**config.mk**
```make
export PLATFORM = sky130hd
export DESIGN_NAME = keypad_scan_ctrl
export DESIGN_NICKNAME = d
export VERILOG_FILES = /design/src/rtl/keypad_scan_ctrl.sv
export SDC_FILE = /design/constraint.sdc
export NUM_CORES = 1
export LEC_CHECK = 0
export BUFFER_PORTS_ARGS = -buffer_cell sky130_fd_sc_hd__buf_4
export CAP_MARGIN = 0
export CORE_MARGIN = 2
export CORE_UTILIZATION = 40
export CTS_CLUSTER_SIZE = 14
export DETAILED_ROUTE_END_ITERATION = 12
export GPL_TIMING_DRIVEN = 0
export PLACE_DENSITY_LB_ADDON = 0.2
export SLEW_MARGIN = 40
export SYNTH_ARGS = -nofsm -noshare
export SYNTH_HDL_FRONTEND = slang
export SYNTH_SLANG_ARGS = --single-unit
```
**constraint.sdc**
```tcl
create_clock -name clk -period 16.65 [get_ports clk]
set_input_delay 4.995 -clock clk [delete_from_list [all_inputs] [get_ports clk]]
set_output_delay 4.995 -clock clk [all_outputs]
set_load 0.05 [all_outputs]
```
**src/rtl/keypad_scan_ctrl.sv**
```systemverilog
// 4x4 keypad scanner: column drive, row sampling, whole-scan debounce,
// ghost rejection and single-cycle key_valid per confirmed press.
module keypad_scan_ctrl #(
   parameter int SCAN_DIV       = 1000,
   parameter int DEBOUNCE_SCANS = 4
) (
   input  logic       clk,
   input  logic       rst_n,
   input  logic [3:0] row_in,
   output logic [3:0] col_out,
   output logic [3:0] key_code,
   output logic       key_valid,
   output logic       key_held
);

   localparam int DW = $clog2(SCAN_DIV);
   localparam int CW = $clog2(DEBOUNCE_SCANS + 1);
   localparam logic [DW-1:0] DWELL_MAX = DW'(SCAN_DIV - 1);
   localparam logic [CW-1:0] CNT_MAX   = CW'(DEBOUNCE_SCANS);
   localparam logic [CW-1:0] CNT_ONE   = CW'(1);

   typedef enum logic [1:0] {
      IDLE,
      CONFIRM_PRESS,
      HELD,
      CONFIRM_RELEASE
   } state_t;

   logic [3:0]    sync1;
   logic [3:0]    sync2;
   logic [DW-1:0] dwell;
   logic [1:0]    col_idx;
   logic [1:0]    col_nxt;
   logic [15:0]   snap;
   logic [15:0]   snap_next;
   logic          dwell_end;
   logic          eos;

   state_t        state;
   state_t        state_n;
   logic [CW-1:0] cnt;
   logic [CW-1:0] cnt_n;
   logic [CW-1:0] cnt_inc;
   logic [3:0]    cand;
   logic [3:0]    cand_n;
   logic [3:0]    code_n;
   logic          valid_n;

   logic [1:0]    nz;
   logic [3:0]    hit;
   logic [3:0]    key;
   logic          single;
   logic          match;

   always_ff @(posedge clk or negedge rst_n) begin
      if (!rst_n) begin
         sync1 <= 4'hF;
         sync2 <= 4'hF;
      end else begin
         sync1 <= row_in;
         sync2 <= sync1;
      end
   end

   assign dwell_end = (dwell == DWELL_MAX);
   assign eos       = dwell_end && (col_idx == 2'd3);
   assign col_nxt   = col_idx + 2'd1;

   always_comb begin
      snap_next = snap;
      if (dwell_end) begin
         snap_next[{col_idx, 2'b00} +: 4] = sync2;
      end
   end

   always_ff @(posedge clk or negedge rst_n) begin
      if (!rst_n) begin
         dwell   <= '0;
         col_idx <= 2'd0;
         col_out <= 4'b1110;
         snap    <= '1;
      end else if (dwell_end) begin
         dwell   <= '0;
         col_idx <= col_nxt;
         col_out <= ~(4'b0001 << col_nxt);
         snap    <= snap_next;
      end else begin
         dwell   <= dwell + 1'b1;
      end
   end

   // Classify the full scan including the column being latched this edge.
   // Snapshot bit i sits at col=i[3:2], row=i[1:0].
   always_comb begin
      nz  = 2'd0;
      hit = 4'd0;
      for (int i = 0; i < 16; i++) begin
         if (!snap_next[i]) begin
            hit = 4'(i);
            if (nz != 2'd2) begin
               nz = nz + 2'd1;
            end
         end
      end
   end

   assign key     = {hit[1:0], hit[3:2]};
   assign single  = (nz == 2'd1);
   assign match   = single && (key == cand);
   assign cnt_inc = cnt + CNT_ONE;

   always_comb begin
      state_n = state;
      cnt_n   = cnt;
      cand_n  = cand;
      code_n  = key_code;
      valid_n = 1'b0;
      if (eos) begin
         unique case (state)
            IDLE: begin
               if (single) begin
                  cand_n = key;
                  cnt_n  = CNT_ONE;
                  if (DEBOUNCE_SCANS == 1) begin
                     state_n = HELD;
                     code_n  = key;
                     valid_n = 1'b1;
                  end else begin
                     state_n = CONFIRM_PRESS;
                  end
               end
            end
            CONFIRM_PRESS: begin
               if (match) begin
                  cnt_n = cnt_inc;
                  if (cnt_inc == CNT_MAX) begin
                     state_n = HELD;
                     code_n  = cand;
                     valid_n = 1'b1;
                  end
               end else if (single) begin
                  cand_n = key;
                  cnt_n  = CNT_ONE;
               end else begin
                  state_n = IDLE;
               end
            end
            HELD: begin
               if (!match) begin
                  cnt_n = CNT_ONE;
                  if (DEBOUNCE_SCANS == 1) begin
                     state_n = IDLE;
                  end else begin
                     state_n = CONFIRM_RELEASE;
                  end
               end
            end
            CONFIRM_RELEASE: begin
               if (match) begin
                  state_n = HELD;
               end else begin
                  cnt_n = cnt_inc;
                  if (cnt_inc == CNT_MAX) begin
                     state_n = IDLE;
                  end
               end
            end
         endcase
      end
   end

   always_ff @(posedge clk or negedge rst_n) begin
      if (!rst_n) begin
         state     <= IDLE;
         cnt       <= '0;
         cand      <= 4'd0;
         key_code  <= 4'd0;
         key_valid <= 1'b0;
      end else begin
         state     <= state_n;
         cnt       <= cnt_n;
         cand      <= cand_n;
         key_code  <= code_n;
         key_valid <= valid_n;
      end
   end

   assign key_held = (state == HELD) || (state == CONFIRM_RELEASE);

endmodule
```
* Yosys cells after proc, flatten, opt, wreduce, memory -nomap -nowiden
Index checks and enable logic that the tools add are counted.
** Storage, ports and cells
- Register bits :: 54
- Bits in latches :: 0
- Memory bits (writable) :: 0
- Memory bits (read-only) :: 0
- Input bits :: 6
- Output and inout bits :: 10
- Logic and storage cells :: 142
- Memories kept :: 0
** Operators by class
- Add/subtract/negate cells :: 19
- $mul :: 0
- Divide/modulo/power cells :: 0
- $lt $le $gt $ge :: 0
- Eq/ne operators :: 30
- Shift operators :: 3
- Multiplexer cells :: 69
- Bitwise gates (word level) :: 1
- Reduce and logical (&&, ||, !) cells :: 9
** Operator list (number)
- 2-bit two-way mux :: 37
- 4-bit two-way mux :: 16
- 2-bit != test (second input constant) :: 19
- 2-bit by 1-bit adder with 2-bit output (second input constant) :: 16
- 16-bit bitwise mux :: 1
- 16-bit two-way mux :: 1
- 4-bit by 6-bit variable shift with 16-bit output (first input constant) :: 1
- 4-bit by 6-bit variable part select with 16-bit output :: 1
- 3-bit two-way mux :: 4
- 3-bit one-hot mux with 4 select lines :: 1
- 10-bit by 1-bit adder with 10-bit output (second input constant) :: 1
- 10-bit equality test (second input constant) :: 1
- 10-bit two-way mux :: 1
- 3-bit != test (second input constant) :: 3
- 2-bit one-hot mux with 4 select lines :: 1
- 4-bit one-hot mux with 2 select lines :: 1
- 2-bit equality test (second input constant) :: 3
- 1-bit two-way mux :: 6
- 4-bit negator with 6-bit output :: 1
- 3-bit AND reduction :: 2
- 6-bit AND reduction :: 1
- 2-bit by 1-bit equality test with 1-bit output (second input constant) :: 2
- 4-bit equality test :: 1
- 4-bit inverter :: 1
- other kinds (8) :: 9

* Depth between registers and ports, before layout
- Depth after elaboration :: 55
- Gate-level depth with buffers :: 39
- Gate-level depth less buffers :: 35

* Worst setup path before layout
No wires, ideal clock.
- Kind :: register to register
- Start point :: register col_idx[0]
- End point :: register cand[2]
- Library setup time :: 128 ps
- Arrival :: 7989 ps
- Data required time :: 16522 ps
- Path slack :: 8533 ps
- Stages on the path, launching flop included :: 35
- Buffers on the path :: 1
- Clock period less this slack :: 8117 ps
- Cells stage by stage :: dfrtp_1 inv_1 ha_1 inv_1 or4_1 buf_2 o21ai_0 inv_1 ha_1 xor2_1 nor3_1 a211oi_2 a211o_1 o31ai_4 xnor2_1 a21oi_2 or2_1 a221oi_1 nor2_1 o311ai_0 o2111ai_1 or2_1 o32ai_1 a211o_1 nor2_1 o32ai_1 a31oi_1 nand2_1 ha_1 or3b_2 inv_1 a221o_1 o31ai_4 a2111oi_4 mux2_1
** Between the ends
- Elaborated cells between the ends (all ways) :: 91
- Those cells by class :: add/sub: 16; eq/ne: 19; shift: 2; mux: 51; reduce/logical: 3
** RTL lines
- start: declaration :: RTL line 32 : logic [1:0] col_idx;
- start signal: assignment :: RTL line 84 : col_idx <= col_nxt;
- 4-bit negator with 6-bit output (*) :: RTL line 72 : snap_next[{col_idx, 2'b00} +: 4] = sync2;
- 4-bit by 6-bit variable part select with 16-bit output or 4-bit by 6-bit variable shift with 16-bit output (tied branches) :: RTL line 72
- 16-bit bitwise mux (*) :: RTL line 72
- 16-bit two-way mux (*) :: RTL line 71 : if (dwell_end) begin
- net snap_next[1] :: RTL line 35 : logic [15:0] snap_next;
- 2-bit two-way mux :: RTL line 98 : if (!snap_next[i]) begin
- 2-bit by 1-bit adder with 2-bit output or 2-bit != test (tied branches) :: RTL line 101, 100
- 2-bit two-way mux :: RTL line 100 : if (nz != 2'd2) begin
- [... 36 more ...]
- 2-bit two-way mux :: RTL line 98
- 2-bit by 1-bit adder with 2-bit output or 2-bit != test (tied branches) :: RTL line 101, 100
- 2-bit two-way mux :: RTL line 100
- 2-bit two-way mux :: RTL line 98
- 2-bit by 1-bit equality test with 1-bit output :: RTL line 108 : assign single = (nz == 2'd1);
- 4-bit two-way mux or 1-bit logical AND (tied branches) :: RTL line 121, 141, 109
- 4-bit two-way mux or 2-bit != test (tied branches)
- 4-bit one-hot mux with 2 select lines or 3-bit AND reduction (tied branches)
- end signal: assignment :: RTL line 182 : cand <= cand_n;
- end: declaration :: RTL line 44 : logic [3:0] cand;
Mark *: on every way through the listed nets, which the timed path passes. The rest lies on a longest branch. The select of a mux whose other input is x is not followed.
A chain may end at the register's enable or synchronous reset.

* Worst setup path after layout
- Start point :: register col_idx[0]
- End point :: register cand[1]
The elaborated chain is that of the path after synthesis.

==> impl_metrics.ini <==
[place]
last_weighted_congestion_value_of_the_routability_driven_placer = 0.874
io_buffers = 15
pre_cts_slack_ns = 7.39
place.detailed.hpwl_mm = 7.56

[die]
die-height_um = 108
floorplan.die_area_mm2 = 0.0116
starting_density_of_the_core_pct = 41.4
top_level_ports = 16
coreArea_mm2 = 0.0104
die-width_um = 108
placementRows = 37

[clock_network]
cts_made_buffers = 5
post-cts-setup-buffer-count = 0
postCtsResizedCells = 0
tritoncts = done
cts.reportedPaths.clkPinSlew_ns = 0.11
clk_path_buf_depth = 2
clock_latency_ns = 0.31
ctsHoldBuffers = 0
cts.root.buffer_cell = sky130_fd_sc_hd__clkbuf_8
cts.sinks = 54
htree_levels = 2

[synthesis]
ys_warn_count = 0
mappedNetlistNets = 523
yosys_register_bits = 54
synth_seq_area_share_pct = 32.1
postSynth.asyncResetShare_pct = 100
synth_cells = 505
ys_dominant_reg_cell = sky130_fd_sc_hd__dfstp_2
mapped_cell_area_mm2 = 0.00432
synth_cell_types = 87
number_of_enable_flip_flop_cells_after_synthesis = 0
syn-mean-instance-area_um2 = 8.55

[timing]
layout_worst_path_cycle_share_pct = 56.1
clock.fmax_mhz = 107
rsz0062_at_grt = false
hold_ws_ns = 0.361
timing.final.hold_violations = 0
final_period_minus_worst_setup_slack_ns = 9.34
fin_worst_skew_ns = 0.00698
setup_viol = 0
max_slew.worst_pin.slew_ns = 0.803
worst_slack_ns = 7.31
finalMaxSlewViolations = 0
fin_tns_setup_ns = 0
max_slew_margin_pct = 46.0

[final_layout]
growth_of_design_area_from_synthesis_to_finish_pct = 9.37
share_of_cells_above_drive_strength_1_pct = 17.6
finalNetCount = 545
num_antenna_cells = 0

[setup_path]
setup.worst_path.start_class = register
cp_data_required_time_ns = 16.85
cp_peak_stage_delay_ns = 0.54
timing.critical_path.to_type = register
critical_path_class = reg2reg
crit_path_max_fanout = 10
critical-path-slowest-cell = sky130_fd_sc_hd__a2111oi_4
critPathMostFrequentCell = sky130_fd_sc_hd__inv_1
critical_path_arrival_ns = 9.54

[global_routing]
wire_length_of_the_first_global_routing_pass_mm = 17.9
pin_count_of_the_biggest_net_entering_global_routing = 55
grt.overflow.total = 0
initial_antenna_violation_count = 0
first_global_vias = 3723
global_route.usage.total_pct = 18.6

[power_and_ir_drop]
fin_total_pwr_mw = 0.225
worst_ir_drop_vdd_v = 0.0000349
static-leakage-power_nw = 1.89
power_per_cell_area_mw_per_mm2 = 47.6

[routing]
post_drt_wl_per_cell_um = 15.4
finalWirelength_mm = 10.2
count_of_antenna_violating_nets_left_after_detailed_routing = 0
drc = 0
firstDrtPassIters = 5
dr_vias_cell = 5.79
vias = 3844
first_iter_violations = 270

[flow_run]
max_cap_viol_count = 0

[run_status]
status = finished clean

[worst_hold_path]
min-delay-path-class = reg2reg
==> critical path, delay by kind of cell (launching register included) <==
family | cells | cell delay, ns
adder cells (fa/ha/maj) | 3 | 0.94
AND/OR/NAND/NOR | 8 | 1.98
multiplexers | 2 | 0.65
AO/OA/AOI/OAI | 14 | 3.87
flip-flops | 1 | 0.47
XOR/XNOR | 2 | 0.41
buffers and inverters | 6 | 0.91
==> metrics by stage <==
step	cell area [um^2]	instances	util, %
after detailed placement	4600	656	44.1
after CTS	4710	664	45.2
after global routing	4720	664	45.3
final	4720	664	45.3
after floorplan	4320	505	-
after global placement	4600	656	44.1
==> synthesized netlist by cell type (9+ instances only) <==
cell type                  count  area, um^2
sky130_fd_sc_hd__dfstp_2      27         709
sky130_fd_sc_hd__inv_1        25        93.8
sky130_fd_sc_hd__and3_1       10        62.6
sky130_fd_sc_hd__o21ai_0      34         170
sky130_fd_sc_hd__ha_1         12         150
sky130_fd_sc_hd__o21a_1       11        82.6
sky130_fd_sc_hd__nor2_1       34         128
sky130_fd_sc_hd__nand3_1      19        95.1
sky130_fd_sc_hd__nor3_1       14        70.1
sky130_fd_sc_hd__xnor2_1      12         105
sky130_fd_sc_hd__dfrtp_1      27         676
sky130_fd_sc_hd__a21oi_1      20         100
sky130_fd_sc_hd__and2_1       10        62.6
sky130_fd_sc_hd__clkbuf_1      9        33.8
sky130_fd_sc_hd__nand2_1      68         255
==> state kept, by name, indices dropped and copies added (netlist names), named ones only <==
register,cells
dwell,10
col_idx,2
cand,4
sync1,4
key_code,4
cnt,3
snap,16
key_valid,1
col_out,4
sync2,4
state,1
==> logic make-up after synthesis <==
family          Yosys count  synth area share [%]
buf+inv                  45                  4.15
xor+xnor                 18                  3.65
compound gates          157                  28.2
fa+ha+maj                12                  3.48
mux                      12                  3.25
simple gates            207                  25.2
flops                    54                  32.1
==> final timing paths <==
path | to | startpoint | slack, ns | cells after the start
setup / recovery | cand[1]$_DFFE_PN0P_ | col_idx[0]$_DFFE_PN0N_ | 7.31 | 35
hold / removal | sync2[2]$_DFF_PN1_ | sync1[2]$_DFF_PN1_ | 0.36 | 0
setup reg to reg | cand[1]$_DFFE_PN0P_ | col_idx[0]$_DFFE_PN0N_ | 7.31 | 35
hold reg to reg | sync2[2]$_DFF_PN1_ | sync1[2]$_DFF_PN1_ | 0.36 | 0
max in group asynchronous | key_code[1]$_DFFE_PN0P_ | rst_n | 11.50 | 1
min in group asynchronous | dwell[9]$_DFF_PN0_ | rst_n | 4.70 | 1
==> cell usage in the layout, fill, tap and decap left out, drive strengths merged, types with 6 or more instances in the layout <==
cell | netlist | routed
nand2 | 68 | 68
o21ai | 42 | 42
nor2 | 36 | 36
inv | 27 | 29
dfrtp | 27 | 27
dfstp | 27 | 27
buf | 7 | 22
a21oi | 21 | 21
nand3 | 19 | 19
nor3 | 16 | 16
clkbuf | 9 | 15
xnor2 | 12 | 12
ha | 12 | 12
o21a | 12 | 12
and3 | 10 | 10
and2 | 10 | 10
a211oi | 8 | 8
a31oi | 7 | 7
nor4 | 7 | 7
o22ai | 7 | 7
xor2 | 6 | 6
or3 | 6 | 6
mux2 | 6 | 6
nand3b | 6 | 6
mux2i | 6 | 6
o31ai | 6 | 6
or2 | 6 | 6
==> routing by layer <==
metal,vias to the layer above,routed length (um),global-route usage [%]
met5,-,0,0
met4,0,114,3.66
met3,9,292,2.24
met2,71,4770,30.3
met1,1833,5010,26.6
li1,1931,-,-
==> cell type report <==
| cell class | count | area, um^2 |
|---|---|---|
| Clock buffer | 6 | 93.8 |
| Fill cell | 1043 | 5700 |
| Inverter | 29 | 109 |
| Timing Repair Buffer | 15 | 113 |
| Clock inverter | 2 | 17.5 |
| Tap cell | 136 | 170 |
| Buffer | 16 | 70.1 |
| Multi-Input combinational cell | 406 | 2760 |
| Sequential cell | 54 | 1390 |
==> where the power goes <==
group          leakage, nW  switching (mW)  total [mW]  internal [mW]
combinational         1.19         0.00285     0.00385        0.00100
sequential           0.643        0.000945       0.134          0.133
clock               0.0588          0.0468      0.0868         0.0400
(Power assumes the default switching activity.)
